`config.mk`:
```
export PLATFORM = sky130hd
export DESIGN_NAME = sign_resolve_seq_flat
export DESIGN_NICKNAME = d
export VERILOG_FILES = /design/src/rtl/sign_resolve_seq_if.sv /design/src/rtl/sign_resolve_seq.sv /design/src/flat_wrapper.sv
export SDC_FILE = /design/constraint.sdc
export NUM_CORES = 1
export LEC_CHECK = 0
export BUFFER_PORTS_ARGS = -buffer_cell sky130_fd_sc_hd__buf_2
export CORE_MARGIN = 8
export CORE_UTILIZATION = 50
export CTS_CLUSTER_SIZE = 40
export DETAILED_ROUTE_END_ITERATION = 10
export PLACE_DENSITY_LB_ADDON = 0.2
export SYNTH_ARGS = -nofsm -noshare
export SYNTH_HDL_FRONTEND = slang
export SYNTH_SLANG_ARGS = --single-unit
```
`constraint.sdc`:
```
create_clock -name clk -period 4.91 [get_ports clk]
set_clock_uncertainty 0.2 [all_clocks]
set_input_delay 0.982 -clock clk [delete_from_list [all_inputs] [get_ports clk]]
set_output_delay 0.982 -clock clk [all_outputs]
set_load 0.02 [all_outputs]
```
`src/rtl/sign_resolve_seq_if.sv`:
```
// Handshake bundle for sign_resolve_seq: digit-code input stream and resolved-sign output.
// The slave modport is the resolver side and the master modport is the producer/consumer side.
interface sign_resolve_seq_if #(
    parameter int CNT_WIDTH = 4
);
    logic                 in_valid;
    logic                 in_first;
    logic                 in_last;
    logic [1:0]           in_sign;
    logic                 in_ready;
    logic                 out_valid;
    logic                 out_ready;
    logic [1:0]           out_sign;
    logic [CNT_WIDTH-1:0] out_digits;
    logic                 out_err;

    modport master (
        output in_valid, in_first, in_last, in_sign, out_ready,
        input  in_ready, out_valid, out_sign, out_digits, out_err
    );

    modport slave (
        input  in_valid, in_first, in_last, in_sign, out_ready,
        output in_ready, out_valid, out_sign, out_digits, out_err
    );
endinterface

```
`src/rtl/sign_resolve_seq.sv`:
```
// Digit-serial sign resolver: the first non-equal comparator code (MSD first) decides the frame sign.
// Optional SIGN_RESOLVE_STATS_EN adds saturating frame and error counters.
module sign_resolve_seq #(
    parameter int NUM_DIGITS = 8,
    parameter int CNT_WIDTH  = $clog2(NUM_DIGITS + 1)
) (
    input  logic clk,
    input  logic reset,
    sign_resolve_seq_if.slave bus
`ifdef SIGN_RESOLVE_STATS_EN
    ,
    output logic [15:0] stat_frames,
    output logic [15:0] stat_errs
`endif
);
    localparam logic [1:0] IDLE = 2'd0;
    localparam logic [1:0] SCAN = 2'd1;
    localparam logic [1:0] HOLD = 2'd2;

    localparam logic [1:0] CODE_EQ = 2'b01;
    localparam logic [CNT_WIDTH-1:0] MAX_CNT = CNT_WIDTH'(NUM_DIGITS);

    logic [1:0]           state, state_n;
    logic [CNT_WIDTH-1:0] count, count_n;
    logic [1:0]           code, code_n;
    logic                 resolved, resolved_n;
    logic                 len_err, len_err_n;
    logic                 seq_err, seq_err_n;
    logic                 code_err, code_err_n;
    logic                 in_ready_q, in_ready_n;
    logic                 out_valid_q, out_valid_n;
    logic [1:0]           out_sign_q, out_sign_n;
    logic [CNT_WIDTH-1:0] out_digits_q, out_digits_n;
    logic                 out_err_q, out_err_n;

    logic       xfer;
    logic       illegal;
    logic [1:0] code_eff;

    assign xfer     = bus.in_valid & in_ready_q;
    assign illegal  = (bus.in_sign == 2'b11);
    assign code_eff = illegal ? CODE_EQ : bus.in_sign;

    always_comb begin
        state_n      = state;
        count_n      = count;
        code_n       = code;
        resolved_n   = resolved;
        len_err_n    = len_err;
        seq_err_n    = seq_err;
        code_err_n   = code_err;
        in_ready_n   = in_ready_q;
        out_valid_n  = out_valid_q;
        out_sign_n   = out_sign_q;
        out_digits_n = out_digits_q;
        out_err_n    = out_err_q;

        case (state)
            IDLE, SCAN: begin
                if (xfer) begin
                    if (bus.in_first) begin
                        // A first beat mid-scan abandons the partial frame and restarts here.
                        if (state == SCAN) seq_err_n = 1'b1;
                        count_n    = CNT_WIDTH'(1);
                        code_n     = code_eff;
                        resolved_n = (code_eff != CODE_EQ);
                        len_err_n  = 1'b0;
                        code_err_n = illegal;
                        state_n    = SCAN;
                    end else if (state == IDLE) begin
                        seq_err_n = 1'b1;
                    end else begin
                        count_n    = count + CNT_WIDTH'(1);
                        code_err_n = code_err | illegal;
                        if (!resolved && code_eff != CODE_EQ) begin
                            code_n     = code_eff;
                            resolved_n = 1'b1;
                        end
                    end

                    if (state_n == SCAN) begin
                        if (bus.in_last) begin
                            state_n = HOLD;
                        end else if (count_n == MAX_CNT) begin
                            state_n   = HOLD;
                            len_err_n = 1'b1;
                        end
                    end
                end
            end
            HOLD: begin
                if (bus.out_ready) begin
                    state_n    = IDLE;
                    count_n    = '0;
                    resolved_n = 1'b0;
                    len_err_n  = 1'b0;
                    seq_err_n  = 1'b0;
                    code_err_n = 1'b0;
                end
            end
            default: state_n = IDLE;
        endcase

        // Output registers load once on HOLD entry and keep sign/digits afterwards.
        if (state_n == HOLD && state != HOLD) begin
            out_valid_n  = 1'b1;
            in_ready_n   = 1'b0;
            out_sign_n   = resolved_n ? code_n : CODE_EQ;
            out_digits_n = count_n;
            out_err_n    = len_err_n | seq_err_n | code_err_n;
        end else if (state == HOLD && state_n != HOLD) begin
            out_valid_n = 1'b0;
            in_ready_n  = 1'b1;
            out_err_n   = 1'b0;
        end
    end

    always_ff @(posedge clk or posedge reset) begin
        if (reset) begin
            state        <= IDLE;
            count        <= '0;
            code         <= CODE_EQ;
            resolved     <= 1'b0;
            len_err      <= 1'b0;
            seq_err      <= 1'b0;
            code_err     <= 1'b0;
            in_ready_q   <= 1'b1;
            out_valid_q  <= 1'b0;
            out_sign_q   <= CODE_EQ;
            out_digits_q <= '0;
            out_err_q    <= 1'b0;
        end else begin
            state        <= state_n;
            count        <= count_n;
            code         <= code_n;
            resolved     <= resolved_n;
            len_err      <= len_err_n;
            seq_err      <= seq_err_n;
            code_err     <= code_err_n;
            in_ready_q   <= in_ready_n;
            out_valid_q  <= out_valid_n;
            out_sign_q   <= out_sign_n;
            out_digits_q <= out_digits_n;
            out_err_q    <= out_err_n;
        end
    end

    assign bus.in_ready   = in_ready_q;
    assign bus.out_valid  = out_valid_q;
    assign bus.out_sign   = out_sign_q;
    assign bus.out_digits = out_digits_q;
    assign bus.out_err    = out_err_q;

`ifdef SIGN_RESOLVE_STATS_EN
    logic handshake;
    assign handshake = out_valid_q & bus.out_ready;

    always_ff @(posedge clk or posedge reset) begin
        if (reset) begin
            stat_frames <= '0;
            stat_errs   <= '0;
        end else if (handshake) begin
            if (stat_frames != 16'hFFFF) stat_frames <= stat_frames + 16'd1;
            if (out_err_q && stat_errs != 16'hFFFF) stat_errs <= stat_errs + 16'd1;
        end
    end
`endif
endmodule

```
`src/flat_wrapper.sv`:
```
// flat-port wrapper written by rule: the top's interface ports become plain ports
module sign_resolve_seq_flat 
#(
    parameter int NUM_DIGITS = 8,
    parameter int CNT_WIDTH  = $clog2(NUM_DIGITS + 1)
)
  (clk, reset, bus_in_valid, bus_in_first, bus_in_last, bus_in_sign, bus_out_ready, bus_in_ready, bus_out_valid, bus_out_sign, bus_out_digits, bus_out_err);
  sign_resolve_seq_if #(.CNT_WIDTH(CNT_WIDTH)) bus_i ();
  input  logic clk;
  input  logic reset;
  input wire logic [$bits(bus_i.in_valid)-1:0] bus_in_valid;
  input wire logic [$bits(bus_i.in_first)-1:0] bus_in_first;
  input wire logic [$bits(bus_i.in_last)-1:0] bus_in_last;
  input wire logic [$bits(bus_i.in_sign)-1:0] bus_in_sign;
  input wire logic [$bits(bus_i.out_ready)-1:0] bus_out_ready;
  output wire logic [$bits(bus_i.in_ready)-1:0] bus_in_ready;
  output wire logic [$bits(bus_i.out_valid)-1:0] bus_out_valid;
  output wire logic [$bits(bus_i.out_sign)-1:0] bus_out_sign;
  output wire logic [$bits(bus_i.out_digits)-1:0] bus_out_digits;
  output wire logic [$bits(bus_i.out_err)-1:0] bus_out_err;
  assign bus_i.in_valid = bus_in_valid;
  assign bus_i.in_first = bus_in_first;
  assign bus_i.in_last = bus_in_last;
  assign bus_i.in_sign = bus_in_sign;
  assign bus_i.out_ready = bus_out_ready;
  assign bus_in_ready = bus_i.in_ready;
  assign bus_out_valid = bus_i.out_valid;
  assign bus_out_sign = bus_i.out_sign;
  assign bus_out_digits = bus_i.out_digits;
  assign bus_out_err = bus_i.out_err;
  sign_resolve_seq #(.NUM_DIGITS(NUM_DIGITS), .CNT_WIDTH(CNT_WIDTH)) u_core (.clk(clk), .reset(reset), .bus(bus_i));
endmodule
```
After elaboration in Yosys (flattened, before gate mapping):

Cells that the tools add are included.

* word-level logic and storage cells: 85
* bits in writable memories: 0
* bits in read-only memories: 0
* bits in registers: 21
* bits of input ports: 8
* memories: 0
* output and inout bits: 9
* latch bits: 0

* $add $sub $neg: 1
* shift-type cells: 0
* bitwise operators: 4
* reductions and logical operators: 7
* mux-type cells: 52
* divide/modulo/power cells: 0
* magnitude comparators: 0
* equality and inequality tests: 9
* multipliers: 0

Operator list (number)
* $mux 2: 15
* $mux 1: 25
* $mux 4: 6
* $pmux 1 s2: 4
* $pmux 4 s2: 1
* $eq 2x2->1 const B: 3
* $add 4x1->4 const B: 1
* $eq 2x1->1 const B: 2
* $eq 4x4->1 const B: 1
* $ne 2x2->1 const B: 2
* $pmux 2 s2: 1
* $logic_and 1x1->1: 3
* $or 1x1->1: 3
* $logic_not 2->1: 1
* $ne 2x1->1 const B: 1
* $reduce_bool 2->1: 1
* $reduce_or 2->1: 1
* $and 1x1->1: 1
* $logic_not 1->1: 1

Depth between registers and ports, before layout:

* depth after elaboration: 15
* gate-level depth with buffers: 9
* gate-level depth less buffers: 9

Worst setup path before layout:

Ideal clock, no wire load.

* kind: input -> register
* from: input bus_in_first
* to: register u_core.out_err_q, in the netlist u_core.bus.out_err
* arrival: 2559 ps
* slack: 2018 ps
* path buffers: 1
* setup time: 133 ps
* cell stages on the path: 9
* required time: 4577 ps
* cells stage by stage: buf_2 nor2_1 mux2_4 a31oi_1 o22ai_1 ha_1 and2_1 a2111oi_2 a31oi_1

* cells in the longest elaborated chain, start to end: 12
* elaborated cells on any way between the ends: 33
* classes of those cells: eq/ne (4); mux (24); bitwise (2); reduce/logical (3)

Ends and longest elaborated chain
* from (decl): RTL line flat_wrapper.sv:12 `input wire logic [$bits(bus_i.in_first)-1:0] bus_in_first;`
* $mux 4: RTL line sign_resolve_seq.sv:61 `if (bus.in_first) begin`
* $mux 4: RTL line sign_resolve_seq.sv:60 `if (xfer) begin`
* $mux 4: RTL line sign_resolve_seq.sv:58 `case (state)`
* $eq 4x4->1: RTL line sign_resolve_seq.sv:84 `end else if (count_n == MAX_CNT) begin`
* $mux 1 or $mux 2 (tied branches): RTL line sign_resolve_seq.sv:84
* $mux 1 or $mux 2 (tied branches): RTL line sign_resolve_seq.sv:82 `if (bus.in_last) begin`
* $mux 1 or $mux 2 (tied branches): RTL line sign_resolve_seq.sv:81 `if (state_n == SCAN) begin`
* $mux 1 or $mux 2 (tied branches): RTL line sign_resolve_seq.sv:60
* $pmux 1 s2 or $pmux 2 s2 (tied branches): RTL line sign_resolve_seq.sv:58
* $or 1x1->1 (tied with other cells) (2 in a row): RTL line sign_resolve_seq.sv:110 `out_err_n = len_err_n | seq_err_n | code_err_n;`
* $mux 1 or $reduce_bool 2->1 (tied branches)
* to (signal assigned): RTL line sign_resolve_seq.sv:144 `out_err_q <= out_err_n;`
* to (decl): RTL line sign_resolve_seq.sv:34 `logic out_err_q, out_err_n;`

Several ways; a longest one is shown, not always the timed one. The select of a mux whose other input is x is not followed.
A chain may end at the register's enable or synchronous reset.

Worst setup path after layout:

* from: input bus_in_valid
* to: register u_core.out_digits_q[0], in the netlist u_core.bus.out_digits[0]

* cells in the longest elaborated chain, start to end: 5
* elaborated cells on any way between the ends: 7
* classes of those cells: eq/ne (1); mux (4); bitwise (1); reduce/logical (1)

Ends and longest elaborated chain
* from (decl): RTL line flat_wrapper.sv:11 `input wire logic [$bits(bus_i.in_valid)-1:0] bus_in_valid;`
* $and 1x1->1 (*): RTL line sign_resolve_seq.sv:40 `assign xfer = bus.in_valid & in_ready_q;`
* $mux 2: RTL line sign_resolve_seq.sv:60
* $pmux 2 s2: RTL line sign_resolve_seq.sv:58
* $eq 2x2->1: RTL line sign_resolve_seq.sv:105 `if (state_n == HOLD && state != HOLD) begin`
* $logic_and 1x1->1: RTL line sign_resolve_seq.sv:105
* to (signal assigned): RTL line sign_resolve_seq.sv:143 `out_digits_q <= out_digits_n;`
* to (decl): RTL line sign_resolve_seq.sv:33 `logic [CNT_WIDTH-1:0] out_digits_q, out_digits_n;`

Mark *: on every way between the ends. The rest lies on a longest branch, timed or not.

==> flow_metrics.tcl <==
set metrics [dict create \
    status "complete, no violations" \
    die_w_um 63.4 \
    setup_viol 0 \
    drc 0 \
    p_switching_w 0.000267 \
    grt_pass1_wl_mm 3.93 \
    cap_violations 0 \
    final.setup.tns_ps 0 \
    slowest_delay_ps 490 \
    pwr-share-seq_pct 45.0 \
    fin_ws_ps 2080 \
    antenna_left 0 \
    ys_seq_elements 21 \
    clkLatencyLatePin_ps 300 \
    die-area_um2 4020 \
    worst_hold_path_type "register to register" \
    yosysUniqueCellTypes 41 \
    grt_usage_pct 11.8 \
    gp_congestion 0.770 \
    critPathCaptureType "register" \
    synthArstFlopShare_pct 100 \
    final_nets 133 \
    clk_pin_slew_ps 120 \
    power.density_nw_per_um2 538 \
    antenna_cells 0 \
    yosysTopAreaCellShare_pct 40.0 \
    synth-edff-count 0 \
    startpoint_type "input pin" \
    cp_top_family "adder cells" \
    dp_cells 145 \
    hold_viol 0 \
    start_util_pct 51.8 \
    wl_per_cell_um 15.0 \
    p_clk_share_pct 12.5 \
    instances_no_fill 149 \
    numCtsBuffers 3 \
    routed_wirelength_mm 2.24 \
    crit_chain "buf_2 > and3b_1 > o21ai_0 > o22ai_1 > ha_1 > mux2_2" \
    p_int_w 0.000394 \
    cts_setup_buffers 0 \
    post-place-ws_ps 1770 \
    io_pins 17 \
    rsz0062_at_grt "no" \
    leakagePower_nw 0.590 \
    drv_slew 0 \
    syn-cell-area_um2 1120 \
    cts-resized-gates 0 \
    area_delta_synth_final_pct 9.23 \
    worst_pin_slew_ps 776 \
    reg2reg_depth 8 \
    critPathRequiredTime_ps 4910 \
    switching_share_pct 40.4 \
    core_um2 2170 \
    synth_area_leaders "dfrtp_1 (40%), dfstp_2 (7.0%), a31oi_1 (3.3%)" \
    cts-root-buf "clkbuf_4" \
    synth.most_common_cell "dfrtp_1" \
    dp_hpwl_mm 1.67 \
    hold_depth 2 \
    synth_cells 106 \
    viasPerCell 5.70 \
    cts.sinks 21 \
    drtIter0Drc 9 \
    drive_above_1_share_pct 26.4 \
    clock_path_buffers 2 \
    cts_hold_buffers 0 \
    crit_fanout 12 \
    vias 850 \
    ys.flop_type "dfrtp_1" \
    syn_nets 117 \
    ys.warnings.count 0 \
    cts_tree "yes" \
    synthTopCellsByCount "dfrtp_1 (18), nor2_1 (9), nand2_1 (8)" \
    arrival_ps 2830 \
    ir_worst_vdd_v 0.000328 \
    critPathKind "input pin to register" \
    dr.pass1.iters 4 \
    h-tree-depth 1 \
    die_h_um 63.4 \
    gr-total-overflow 0 \
    io_buffers 16 \
    maxSlewHeadroom_pct 48.2 \
    cp.depth 6 \
    grt_pass1_vias 873 \
    antenna_found_initial 0 \
    syn_avg_cell_area_um2 10.6 \
    post-route-min-period_ps 2830 \
    finalPower_w 0.000661 \
    clock.fmax_ghz 0.354 \
    slowest_stage "ha_1" \
    period_share_pct 57.5 \
    p_comb_share_pct 42.5 \
    rows 17 \
    grt_max_degree 22 \
    yosysSeqAreaShare_pct 47.1 \
    post-synth-top-area-cell "dfrtp_1" \
    crit_buf_inv 1 \
]
[layout make-up]
type	instances	area, µm²
Timing Repair Buffer	16	80.1
Clock inverter	1	5.00
Fill cell	209	941
Sequential cell	21	529
Multi-Input combinational cell	74	534
Clock buffer	3	22.5
Tap cell	28	35.0
Inverter	6	22.5
[stage by stage]
step	hold WS [ps]	instance area, µm²	utilization [%]
after global placement	252	1200	55.4
after global routing	311	1230	56.6
final	280	1230	56.6
after detailed placement	257	1200	55.4
after CTS	284	1230	56.6
after floorplan	232	1120	-
[routing by layer]
layer / routed length [µm] / track usage (%) / up-vias
met1: 1010 / 13.6 / 414
met3: 132 / 3.89 / 2
li1: - / - / 414
met5: 0 / 0 / -
met4: 17 / 4.18 / 0
met2: 1080 / 19.9 / 20
[power by group through the flow]
| stage | clock network [W] | registers, W | logic, W |
|---|---|---|---|
| after floorplan | 0 | 0.000316 | 0.000202 |
| after global placement | 0 | 0.000299 | 0.000276 |
| after detailed placement | 0 | 0.000301 | 0.000283 |
| after CTS | 0.0000873 | 0.000297 | 0.000284 |
| after global routing | 0.0000934 | 0.000306 | 0.000314 |
| final | 0.0000829 | 0.000297 | 0.000281 |
[worst paths after layout]
path	startpoint	end	slack [ps]
min in group asynchronous	reset	u_core.bus.out_digits[0]$_DFFE_PP0P_	600
max	bus_in_valid	u_core.bus.out_digits[0]$_DFFE_PP0P_	2080
min	u_core.len_err$_DFF_PP0_	u_core.len_err$_DFF_PP0_	280
max in group asynchronous	reset	u_core.state[1]$_DFF_PP0_	3430
min reg2reg	u_core.len_err$_DFF_PP0_	u_core.len_err$_DFF_PP0_	280
max reg2reg	u_core.state[0]$_DFF_PP0_	u_core.bus.out_err$_DFFE_PP0P_	2180
[cell usage in the layout, fill, tap and decap left out, types with 2 or more instances in the layout]
cell type and n:
o22ai_1 3, nand3_1 2, nor2_1 9, mux2_4 2
mux2_2 3, a21oi_1 4, nand2_1 8, buf_2 16
dfrtp_1 18, nor2b_1 3, dfstp_2 3, a31oi_1 6
o21ai_0 4, clkbuf_4 3, nand2b_1 2, inv_1 6
ha_1 3, and3b_1 2, a22o_1 3
[flip-flops by register name, summed over array words and instances, names as in the netlist]
name,count
u_core.bus.in_ready,1
u_core.bus.out_digits,4
u_core.bus.out_err,1
u_core.bus.out_sign,2
u_core.bus.out_valid,1
u_core.code,2
u_core.code_err,1
u_core.count,4
u_core.len_err,1
u_core.resolved,1
u_core.seq_err,1
u_core.state,2
[kinds of logic after synthesis]
family | count (synthesis) | synth area share [%]
AOI/OAI and AO/OA | 30 | 19.2
buffers and inverters | 11 | 5.45
adders and majority gates | 3 | 3.34
muxes | 6 | 6.67
xor gates and xnor gates | 2 | 1.56
and+or+nand+nor | 33 | 16.7
DFF | 21 | 47.1
[worst register-to-register path, cell delays in order, from the launching register on]
cell       delay (ps)
dfrtp_1           540
o2111ai_2         270
mux2_4            330
a31oi_1           280
o22ai_1           150
ha_1              350
and2_1            170
a2111oi_2         210
a31oi_1           120
Note: power is estimated with default switching activity, not from simulation.
